`src/rtl/phase_seq_pkg.sv`:
```
// Shared types and default timing constants for the two-phase non-overlapping
// clock-enable sequencer.
package phase_seq_pkg;

  typedef enum logic [1:0] {
    G21,
    P1,
    G12,
    P2
  } phase_t;

  localparam int P1_LEN_DEF = 2;
  localparam int P2_LEN_DEF = 2;
  localparam int GAP_DEF    = 1;

endpackage

```
`src/rtl/phase_sequencer_counter.sv`:
```
// Phase-length counter: counts up to the current phase limit, saturates there,
// and restarts from zero whenever the sequencer changes phase.
module phase_counter
  import phase_seq_pkg::*;
(
  input  logic       clk0,
  input  logic       res,
  input  logic       clr,
  input  logic [3:0] limit,
  output logic [3:0] cnt,
  output logic [3:0] cnt_nxt,
  output logic       tc
);

  assign tc = (cnt == limit);

  // Holding at the limit lets a stretched phi1 sit on its last cycle.
  always_comb begin
    cnt_nxt = cnt;
    if (clr) begin
      cnt_nxt = '0;
    end else if (!tc) begin
      cnt_nxt = cnt + 4'd1;
    end
  end

  always_ff @(posedge clk0 or negedge res) begin
    if (!res) begin
      cnt <= '0;
    end else begin
      cnt <= cnt_nxt;
    end
  end

endmodule

```
`src/rtl/phase_sequencer.sv`:
```
// Two-phase non-overlapping clock-enable generator with halt/single-step
// control of phi1 and a free-running machine-cycle counter.
module phase_sequencer
  import phase_seq_pkg::*;
#(
  parameter int P1_LEN = P1_LEN_DEF,
  parameter int P2_LEN = P2_LEN_DEF,
  parameter int GAP    = GAP_DEF
) (
  input  logic        clk0,
  input  logic        res,
  input  logic        halt,
  input  logic        step,
  output logic        cp1,
  output logic        cclk,
  output logic        cycle_start,
  output logic        halted,
  output logic [15:0] cycle_count
);

  if (GAP < 1 || GAP > 15 || P1_LEN < 1 || P1_LEN > 15 || P2_LEN < 1 || P2_LEN > 15) begin : g_bad_params
    $error("phase_sequencer: P1_LEN, P2_LEN and GAP must each be in 1..15");
  end

  localparam logic [3:0] P1_LIM  = 4'(P1_LEN - 1);
  localparam logic [3:0] P2_LIM  = 4'(P2_LEN - 1);
  localparam logic [3:0] GAP_LIM = 4'(GAP - 1);

  phase_t     state;
  phase_t     state_nxt;
  logic       credit;
  logic       credit_nxt;
  logic       advance;
  logic       enter_p1;
  logic       halted_nxt;
  logic       tc;
  logic [3:0] limit;
  logic [3:0] cnt;
  logic [3:0] cnt_nxt;

  phase_counter u_counter (
    .clk0    (clk0),
    .res     (res),
    .clr     (advance),
    .limit   (limit),
    .cnt     (cnt),
    .cnt_nxt (cnt_nxt),
    .tc      (tc)
  );

  // Only P1 may overstay its limit: it waits for halt to drop or a step credit.
  always_comb begin
    limit     = GAP_LIM;
    state_nxt = state;
    case (state)
      P1:      limit = P1_LIM;
      P2:      limit = P2_LIM;
      default: limit = GAP_LIM;
    endcase
    advance = tc && ((state != P1) || !halt || credit);
    if (advance) begin
      case (state)
        G21:     state_nxt = P1;
        P1:      state_nxt = G12;
        G12:     state_nxt = P2;
        P2:      state_nxt = G21;
        default: state_nxt = G21;
      endcase
    end
    credit_nxt = credit;
    if (advance && (state == P1)) begin
      credit_nxt = 1'b0;
    end else if (step && halted) begin
      credit_nxt = 1'b1;
    end
    enter_p1   = (state_nxt == P1) && (state != P1);
    halted_nxt = (state_nxt == P1) && (cnt_nxt == P1_LIM) && halt && !credit_nxt;
  end

  always_ff @(posedge clk0 or negedge res) begin
    if (!res) begin
      state       <= G21;
      credit      <= 1'b0;
      cp1         <= 1'b0;
      cclk        <= 1'b0;
      cycle_start <= 1'b0;
      halted      <= 1'b0;
      cycle_count <= '0;
    end else begin
      state       <= state_nxt;
      credit      <= credit_nxt;
      cp1         <= (state_nxt == P1);
      cclk        <= (state_nxt == P2);
      cycle_start <= enter_p1;
      halted      <= halted_nxt;
      cycle_count <= cycle_count + {15'd0, enter_p1};
    end
  end

endmodule

```
`config.mk`:
```
export PLATFORM = sky130hd
export DESIGN_NAME = phase_sequencer
export DESIGN_NICKNAME = d
export VERILOG_FILES = /design/src/rtl/phase_seq_pkg.sv /design/src/rtl/phase_sequencer_counter.sv /design/src/rtl/phase_sequencer.sv
export SDC_FILE = /design/constraint.sdc
export NUM_CORES = 1
export LEC_CHECK = 0
export BUFFER_PORTS_ARGS = -buffer_cell sky130_fd_sc_hd__buf_2
export CAP_MARGIN = 20
export CORE_MARGIN = 3
export CORE_UTILIZATION = 46
export CTS_CLUSTER_DIAMETER = 200
export DETAILED_ROUTE_END_ITERATION = 10
export GPL_TIMING_DRIVEN = 0
export MAX_ROUTING_LAYER = met4
export PLACE_DENSITY = 0.81
export RECOVER_POWER = 100
export SYNTH_ARGS = -nofsm -noshare
export SYNTH_HDL_FRONTEND = slang
export SYNTH_SLANG_ARGS = --single-unit
```
`constraint.sdc`:
```
create_clock -name clk0 -period 2.2 [get_ports clk0]
set_input_delay 0.44 -clock clk0 [delete_from_list [all_inputs] [get_ports clk0]]
set_output_delay 0.44 -clock clk0 [all_outputs]
set_load 0.01 [all_outputs]
```
# Word-level counts from Yosys, hierarchy flattened
# Cells that the tools add are included.
[word_totals] input_bits=4 output_inout_bits=20 reg_bits=27
[classes] reduce_logical=13 eq_ne=8 addsub=2 muxes=7
[op_table] cell="16-bit by 1-bit adder with 16-bit output" count=1
[op_table] cell="4-bit two-way mux" count=2
[op_table] cell="2-bit one-hot mux with 4 select lines" count=1
[op_table] cell="1-bit logical AND" count=7
[op_table] cell="2-bit == test (second input constant)" count=3
[op_table] cell="4-bit by 1-bit adder with 4-bit output (second input constant)" count=1
[op_table] cell="2-bit by 1-bit == test with 1-bit output (second input constant)" count=2
[op_table] cell="4-bit by 1-bit == test with 1-bit output" count=1
[op_table] cell="4-bit by 1-bit == test with 1-bit output (second input constant)" count=1
[op_table] cell="1-bit two-way mux" count=3
[op_table] cell="1-bit logical NOT" count=2
[op_table] cell="2-bit logical NOT" count=1
[op_table] cell="1-bit logical OR" count=2
[op_table] cell="2-bit two-way mux" count=1
[op_table] cell="2-bit by 1-bit inequality test with 1-bit output (second input constant)" count=1
[op_table] cell="2-bit OR reduction" count=1

# Depth between registers and ports, before layout
# Gate-level depths: netlist of the first run.
[depth] depth_word=10 ltp_mapped=12

# Cells and area by module
# From an unflattened synthesis of the first run, not the netlist that was laid out.
[unflattened] cells_unflattened=111 hier_area_um2=1278.7
[modules_own_cells] mod="phase_sequencer" n_inst=1 area_per_inst_um2=1042.2 cells_per_inst=89 seq_area_each_um2=575.6
[modules_own_cells] mod="phase_counter" n_inst=1 area_per_inst_um2=236.5 cells_per_inst=22 seq_area_each_um2=100.1

# Worst setup path after synthesis of the first run
# No wires, ideal clock.
[synth_path] path_kind="register -> register" from="reg state[0]" to="reg cycle_count[12]" path_stages_with_launch=12 path_buffers=0 required_time_ns=2.074 synth_period_minus_slack_ns=2.337 setup_time_ns=0.126 arrival_ns=2.211 setup_slack_ns=-0.137 cell_sequence="dfrtp_1 -> ha_1 -> nand3b_1 -> nand3_1 -> mux2i_1 -> nor2_1 -> ha_1 -> ha_1 -> nand4_1 -> nor3_1 -> nand2_1 -> xnor2_1"
[synth_via] elab_chain_cells=9
[synth_rtl] item="from (decl)" line="phase_sequencer.sv:29" rtl="phase_t state;"
[synth_rtl] item="from (signal assigned)" line="phase_sequencer.sv:90" rtl="state <= state_nxt;"
[synth_rtl] item="2-bit by 1-bit == test with 1-bit output or 2-bit == test (tied branches)" line="phase_sequencer.sv:55, phase_sequencer.sv:62"
[synth_rtl] item="2-bit OR reduction (no source line)"
[synth_rtl] item="1-bit two-way mux" line="phase_sequencer.sv:55" rtl="case (state)"
[synth_rtl] item="4-bit by 1-bit == test with 1-bit output" line="phase_sequencer_counter.sv:15" rtl="assign tc = (cnt == limit);"
[synth_rtl] item="1-bit logical AND" line="phase_sequencer.sv:60" rtl="advance = tc && ((state != P1) || !halt || credit);"
[synth_rtl] item="2-bit two-way mux" line="phase_sequencer.sv:61" rtl="if (advance) begin"
[synth_rtl] item="2-bit by 1-bit == test with 1-bit output" line="phase_sequencer.sv:76" rtl="enter_p1 = (state_nxt == P1) && (state != P1);"
[synth_rtl] item="1-bit logical AND *" line="phase_sequencer.sv:76"
[synth_rtl] item="via enter_p1" line="phase_sequencer.sv:34" rtl="logic enter_p1;"
[synth_rtl] item="16-bit by 1-bit adder with 16-bit output *" line="phase_sequencer.sv:96" rtl="cycle_count <= cycle_count + {15'd0, enter_p1};"
[synth_rtl] item="to (signal assigned)" line="phase_sequencer.sv:96"
[synth_rtl] item="to (decl)" line="phase_sequencer.sv:18" rtl="output logic [15:0] cycle_count"
# The timed path passes the listed nets; every way through them passes the cells marked *.

# Worst setup path in the final report of the first run
[layout_path] from="reg state[0]" to="reg cycle_count[11]"
# The elaborated chain is that of the path after synthesis.

==> impl_metrics.csv, run 1 <==
group,metric,value,unit
setup_path,path_max_fanout,4,
finish,multi_input_area,598,µm²
setup_path,worst-r2r-cell-count,11,
finish,final_cell_mix,"26 x dfrtp_1, 16 x buf_2, 12 x buf_4",
routing,vias,883,
global_route,track_usage,0.162,
setup_path,crit_path_end_kind,"flop",
finish,syn2layout_area_growth,30.7,%
floorplan,core,2340,µm²
outcome,status,"complete, but fails checks",
sta,slew_violations,0,
sta,max_freq,0.443,GHz
clock_tree,cts-root-buf,"clkbuf_4",
logic_synthesis,ys_async_sr_fraction,1.00,
floorplan,dieArea,3260,µm²
routing,route.antenna.remaining_nets,0,
sta,timing.final.crit_share,1.03,
sta,fin_ws,-0.0559,ns
finish,final_common_cell,"dfrtp_1",
finish,final-seq-area,677,µm²
clock_tree,cts.sinks,27,
clock_tree,worstSkewPairLatency,0.33,ns
setup_path,slowest_delay,0.48,ns
outcome,violations,"negative setup slack",
sta,skew,0.0106,ns
logic_synthesis,yosys_warnings,0,
finish,drive_gt1_frac,0.387,
sta,setup_viol_count_final,7,
setup_path,slowest_stage,"dfrtp_2",
placed_design,place.gp.congestion,0.818,
sta,slew_headroom,0.0419,
min_path,min_path_type,"primary input to async pin",
logic_synthesis,ys_dominant_reg_cell,"dfrtp_1",
logic_synthesis,seq_area_frac_synth,0.563,
clock_tree,clock_path_buffers,2,
sta,worst_pin_slew,1.44,ns
placed_design,dp_hpwl,1.52,mm
power_and_ir_drop,power.density,1180,nW/µm²
logic_synthesis,synth-edff-count,0,
setup_path,worst_ep_arrival_time,2.52,ns
placed_design,portBuffers,23,
floorplan,initial_utilization,0.513,
clock_tree,cts-buffers-inserted,3,
global_route,grt_pass1_vias,870,
finish,n_fill_cell,180,
routing,drtIter0Drc,34,
logic_synthesis,yosys-top-cells-area,"dfrtp_1 56%, xnor2_1 8.8%, ha_1 6.3%",
clock_tree,cts_tree,"built",
global_route,grt.overflow.total,0,
routing,drcViolationCount,0,
global_route,grt_pass1_wl,3.99,mm
floorplan,fp.dieH,57.1,µm
sta,layout_min_cycle_time,2.26,ns
logic_synthesis,syn_nets,112,
logic_synthesis,syn_inst,102,
logic_synthesis,syn_avg_cell_area,11.8,µm²
routing,wl,2.38,mm
setup_path,path_buf_inv,2,
logic_synthesis,synth_cell_types,24,
setup_path,r2r_setup_slack,-0.06,ns
floorplan,die_w,57.1,µm
routing,detail_route.first_pass.iterations,4,
sta,hold_viol_final,0,
setup_path,crit_required,2.46,ns
finish,num_antenna_cells,0,
setup_path,critPathTopFamily,"simple AND/OR/NAND/NOR gates",
sta,rsz0062_at_grt,"yes",
setup_path,critical_path.cell_chain,"ha_4, nand3b_1, nand3_2, mux2i_4, nor2_4, ha_4, buf_4, nand2_2, nor4_4, buf_4, xor2_1",
sta,tns,-0.204,ns
logic_synthesis,synth_area,1200,µm²
logic_synthesis,netlist.area_leader.share,0.563,
routing,avgViaCountPerCell,5.19,
job,drv_cap,0,
routing,wire_per_inst,14.0,µm
setup_path,startpoint_type,"flop",
global_route,grt_start_max_net_pins,28,
clock_tree,path_clk_slew,0.15,ns
clock_tree,h-tree-depth,1,
floorplan,rows,17,
finish,fin_util,0.670,
finish,nets,153,
global_route,grt_antenna_before_repair,0,
setup_path,rr_endpoint,"cycle_count[11]",
setup_path,worstSetupStartpoint,"state[0]",
floorplan,ios,24,
logic_synthesis,ys_ff_latch,27,
logic_synthesis,synth_area_leader_cell,"dfrtp_1",
setup_path,crit_type,"flop to flop",
power_and_ir_drop,power.static_leakage,0.759,nW
setup_path,reg2reg_from,"state[0]",
power_and_ir_drop,vdd.ir_drop.worst,0.731,mV
[synth_stat cells, types with 2 or more instances]
master    n
nand2_1   6
and3_1    2
ha_1      6
o21ai_0   3
xor2_1    5
nand3_1   8
inv_1     6
nor2_1    8
nand4_1   3
a21oi_1   2
nor3_1    3
dfrtp_1  27
xnor2_1  12
[area by class of cell]
class / count / share of cell area
multi-input combinational: 69 / 0.381
clock inverter: 1 / 0.00319
tap: 28 / 0.0223
sequential: 27 / 0.432
inverter: 6 / 0.0144
timing repair buffer: 36 / 0.132
clock buffer: 3 / 0.0144
[state kept, by name, indices dropped and copies added, names as in the netlist]
signal / flops
cclk: 1
halted: 1
u_counter.cnt: 4
cp1: 1
cycle_start: 1
state: 2
cycle_count: 16
credit: 1
[kinds of logic (layout without fill, tap and decap cells)]
logic type,after synthesis,count (layout),synth area share
simple gates,36,36,0.172
flops,27,27,0.563
xor+xnor,17,17,0.124
compound gates,8,8,0.0417
fa+ha+maj,6,6,0.0626
buf+inv,6,46,0.0188
mux,2,2,0.0177
[worst max path at each step]
| stage | endpoint | slack (ns) | depth (start not counted) |
|---|---|---|---|
| final | cycle_count[11] | -0.06 | 11 |
| after detailed placement | cycle_count[13] | -0.35 | 11 |
| after global routing | cycle_count[14] | -0.18 | 11 |
| after floorplan | cycle_count[12] | 0.01 | 11 |
| after CTS | cycle_count[14] | -0.12 | 11 |
| after global placement | cycle_count[15] | -0.26 | 10 |
[routing by layer]
layer,vias up,part of all wire,global-route usage
met3,4,0.046,0.0498
met4,0,0.018,0.0397
li1,429,-,-
met1,426,0.42,0.188
met2,24,0.51,0.274
met5,-,0,-
[stage by stage]
stage	hold WS [ns]	setup slack [ns]	area, µm²	std cells	power (W)
after global routing	0.448	-0.180	1570	170	0.00200
after CTS	0.104	-0.121	1510	165	0.00176
final	0.414	-0.0559	1570	170	0.00185
after floorplan	0.144	0.0128	1230	102	0.00121
after global placement	0.456	-0.256	1380	153	0.00135
after detailed placement	0.464	-0.350	1380	153	0.00139
[power breakdown]
group          internal, W  switching (W)
Combinational     0.000424       0.000431
Clock            0.0000682       0.000145
Sequential        0.000630       0.000152
[timing repair]
item | CTS | global route
pin swaps | 8 | 8
resized for setup | 9 | 9
buffers inserted | 8 | 5
setup endpoints to repair | 12 | 11
hold buffers | 0 | 0
Power figures use the tool's default switching activity.
==> inputs of run 2 (changes only) <==
- MAX_ROUTING_LAYER: met4 -> not set
==> impl_metrics.csv, run 2 (synthesized netlist as in run 1, its figures left out) <==
group,metric,value,unit
sta,max_freq,0.443,GHz
setup_path,worst_ep_arrival_time,2.52,ns
min_path,min_path_type,"primary input to async pin",
clock_tree,cts-root-buf,"clkbuf_4",
setup_path,startpoint_type,"flop",
job,drv_cap,0,
clock_tree,path_clk_slew,0.15,ns
clock_tree,cts-buffers-inserted,3,
finish,reg.largest.list,"cycle_count: 16 flops, u_counter.cnt: 4 flops, state: 2 flops",
clock_tree,clock_path_buffers,2,
sta,slew_headroom,0.0426,
floorplan,initial_utilization,0.513,
sta,fin_ws,-0.0559,ns
routing,wire_per_inst,14.1,µm
floorplan,dieArea,3260,µm²
routing,wl,2.40,mm
routing,avgViaCountPerCell,5.24,
setup_path,slowest_delay,0.48,ns
sta,worst_pin_slew,1.44,ns
finish,nets,153,
placed_design,portBuffers,23,
clock_tree,hold_buffers,0,
placed_design,place.gp.congestion,0.806,
outcome,violations,"negative setup slack",
power_and_ir_drop,power.density,1180,nW/µm²
routing,detail_route.first_pass.iterations,5,
finish,n_fill_cell,180,
outcome,status,"complete, but fails checks",
sta,slew_violations,0,
clock_tree,worstSkewPairLatency,0.33,ns
sta,whs,0.413,ns
setup_path,path_max_fanout,4,
placed_design,post-place-cells,153,
setup_path,crit_type,"flop to flop",
finish,final_common_cell,"dfrtp_1",
setup_path,reg2reg_from,"state[0]",
setup_path,worstSetupStartpoint,"state[0]",
sta,skew,0.0114,ns
power_and_ir_drop,power.static_leakage,0.759,nW
floorplan,rows,17,
clock_tree,h-tree-depth,1,
routing,vias,891,
clock_tree,cts_tree,"built",
finish,largest-register,"cycle_count",
floorplan,core,2340,µm²
global_route,track_usage,0.157,
floorplan,die_w,57.1,µm
sta,rsz0062_at_grt,"yes",
routing,drcViolationCount,0,
power_and_ir_drop,vdd.ir_drop.worst,0.728,mV
global_route,grt.overflow.total,0,
global_route,grt_pass1_vias,869,
sta,timing.final.crit_share,1.03,
finish,fin_cells,170,
finish,largest_reg_flops,16,
global_route,grt_antenna_before_repair,0,
floorplan,fp.dieH,57.1,µm
finish,final_cell_mix,"26 x dfrtp_1, 16 x buf_2, 12 x buf_4",
global_route,grt_start_max_net_pins,28,
finish,drive_gt1_frac,0.387,
placed_design,dp_hpwl,1.52,mm
sta,hold_viol_final,0,
global_route,grt_pass1_wl,3.97,mm
sta,layout_min_cycle_time,2.26,ns
setup_path,worst-r2r-cell-count,11,
setup_path,crit_required,2.46,ns
clock_tree,cts.sinks,27,
setup_path,crit_path_end_kind,"flop",
sta,setup_viol_count_final,7,
setup_path,slowest_stage,"dfrtp_2",
routing,drtIter0Drc,33,
finish,syn2layout_area_growth,30.7,%
floorplan,ios,24,
routing,route.antenna.remaining_nets,0,
finish,num_antenna_cells,0,
setup_path,critical_path.cell_chain,"ha_4, nand3b_1, nand3_2, mux2i_4, nor2_4, ha_4, buf_4, nand2_2, nor4_4, buf_4, xor2_1",
## run 2: cell type report
type,count,area [µm²],share of cell area
repair buffers,36,208,0.132
multi-input cells,69,598,0.381
inverters,6,22.5,0.0144
well taps,28,35.0,0.0223
clock inverters,1,5.00,0.00319
clock buffers,3,22.5,0.0144
flip-flops and latches,27,677,0.432
## run 2: stage by stage
| step | TNS, ns | util | power (W) | instance area [µm²] | setup slack, ns |
|---|---|---|---|---|---|
| after floorplan | 0 | - | 0.00121 | 1230 | 0.0128 |
| after global placement | -1.57 | 0.589 | 0.00135 | 1380 | -0.256 |
| after detailed placement | -2.35 | 0.589 | 0.00139 | 1380 | -0.350 |
| after CTS | -0.323 | 0.645 | 0.00176 | 1510 | -0.121 |
| after global routing | -1.38 | 0.670 | 0.00200 | 1570 | -0.180 |
| final | -0.200 | 0.670 | 0.00185 | 1570 | -0.0559 |
## run 2: timing repair
item	CTS	global route
setup buffers	8	5
pin swaps	8	8
resized for setup	9	9
endpoints found under the setup margin	12	11
## run 2: per-layer routing
metal / global-route usage / vias to the layer above / wire [µm]
li1: - / 428 / -
met1: 0.185 / 433 / 1000
met2: 0.274 / 26 / 1230
met3: 0.0520 / 4 / 126
met4: 0.0397 / 0 / 42
met5: 0 / - / 0
## run 2: path summary, 6_finish.rpt
| path | to | slack, ns |
|---|---|---|
| min in group clk0 | halted | 0.46 |
| max | cycle_count[11] | -0.06 |
| min reg2reg | cycle_count[15] | 0.49 |
| max in group asynchronous | state[0] | 0.84 |
| min | cycle_count[13] | 0.41 |
| max reg2reg | cycle_count[11] | -0.06 |
## run 2: critical path, delay by kind of cell (launching register included)
family / cells / cell delay (ns)
flip-flops: 1 / 0.48
buffers and inverters: 2 / 0.28
XOR/XNOR: 1 / 0.16
multiplexers: 1 / 0.23
adder cells (fa/ha/maj): 2 / 0.35
AND/OR/NAND/NOR: 5 / 0.71
## run 2: report_power, final
part | switching (W) | leakage [nW] | internal (W)
clock | 0.000145 | 0.0177 | 0.0000682
combinational | 0.000433 | 0.393 | 0.000424
sequential | 0.000153 | 0.348 | 0.000630
total | 0.000730 | 0.759 | 0.00112
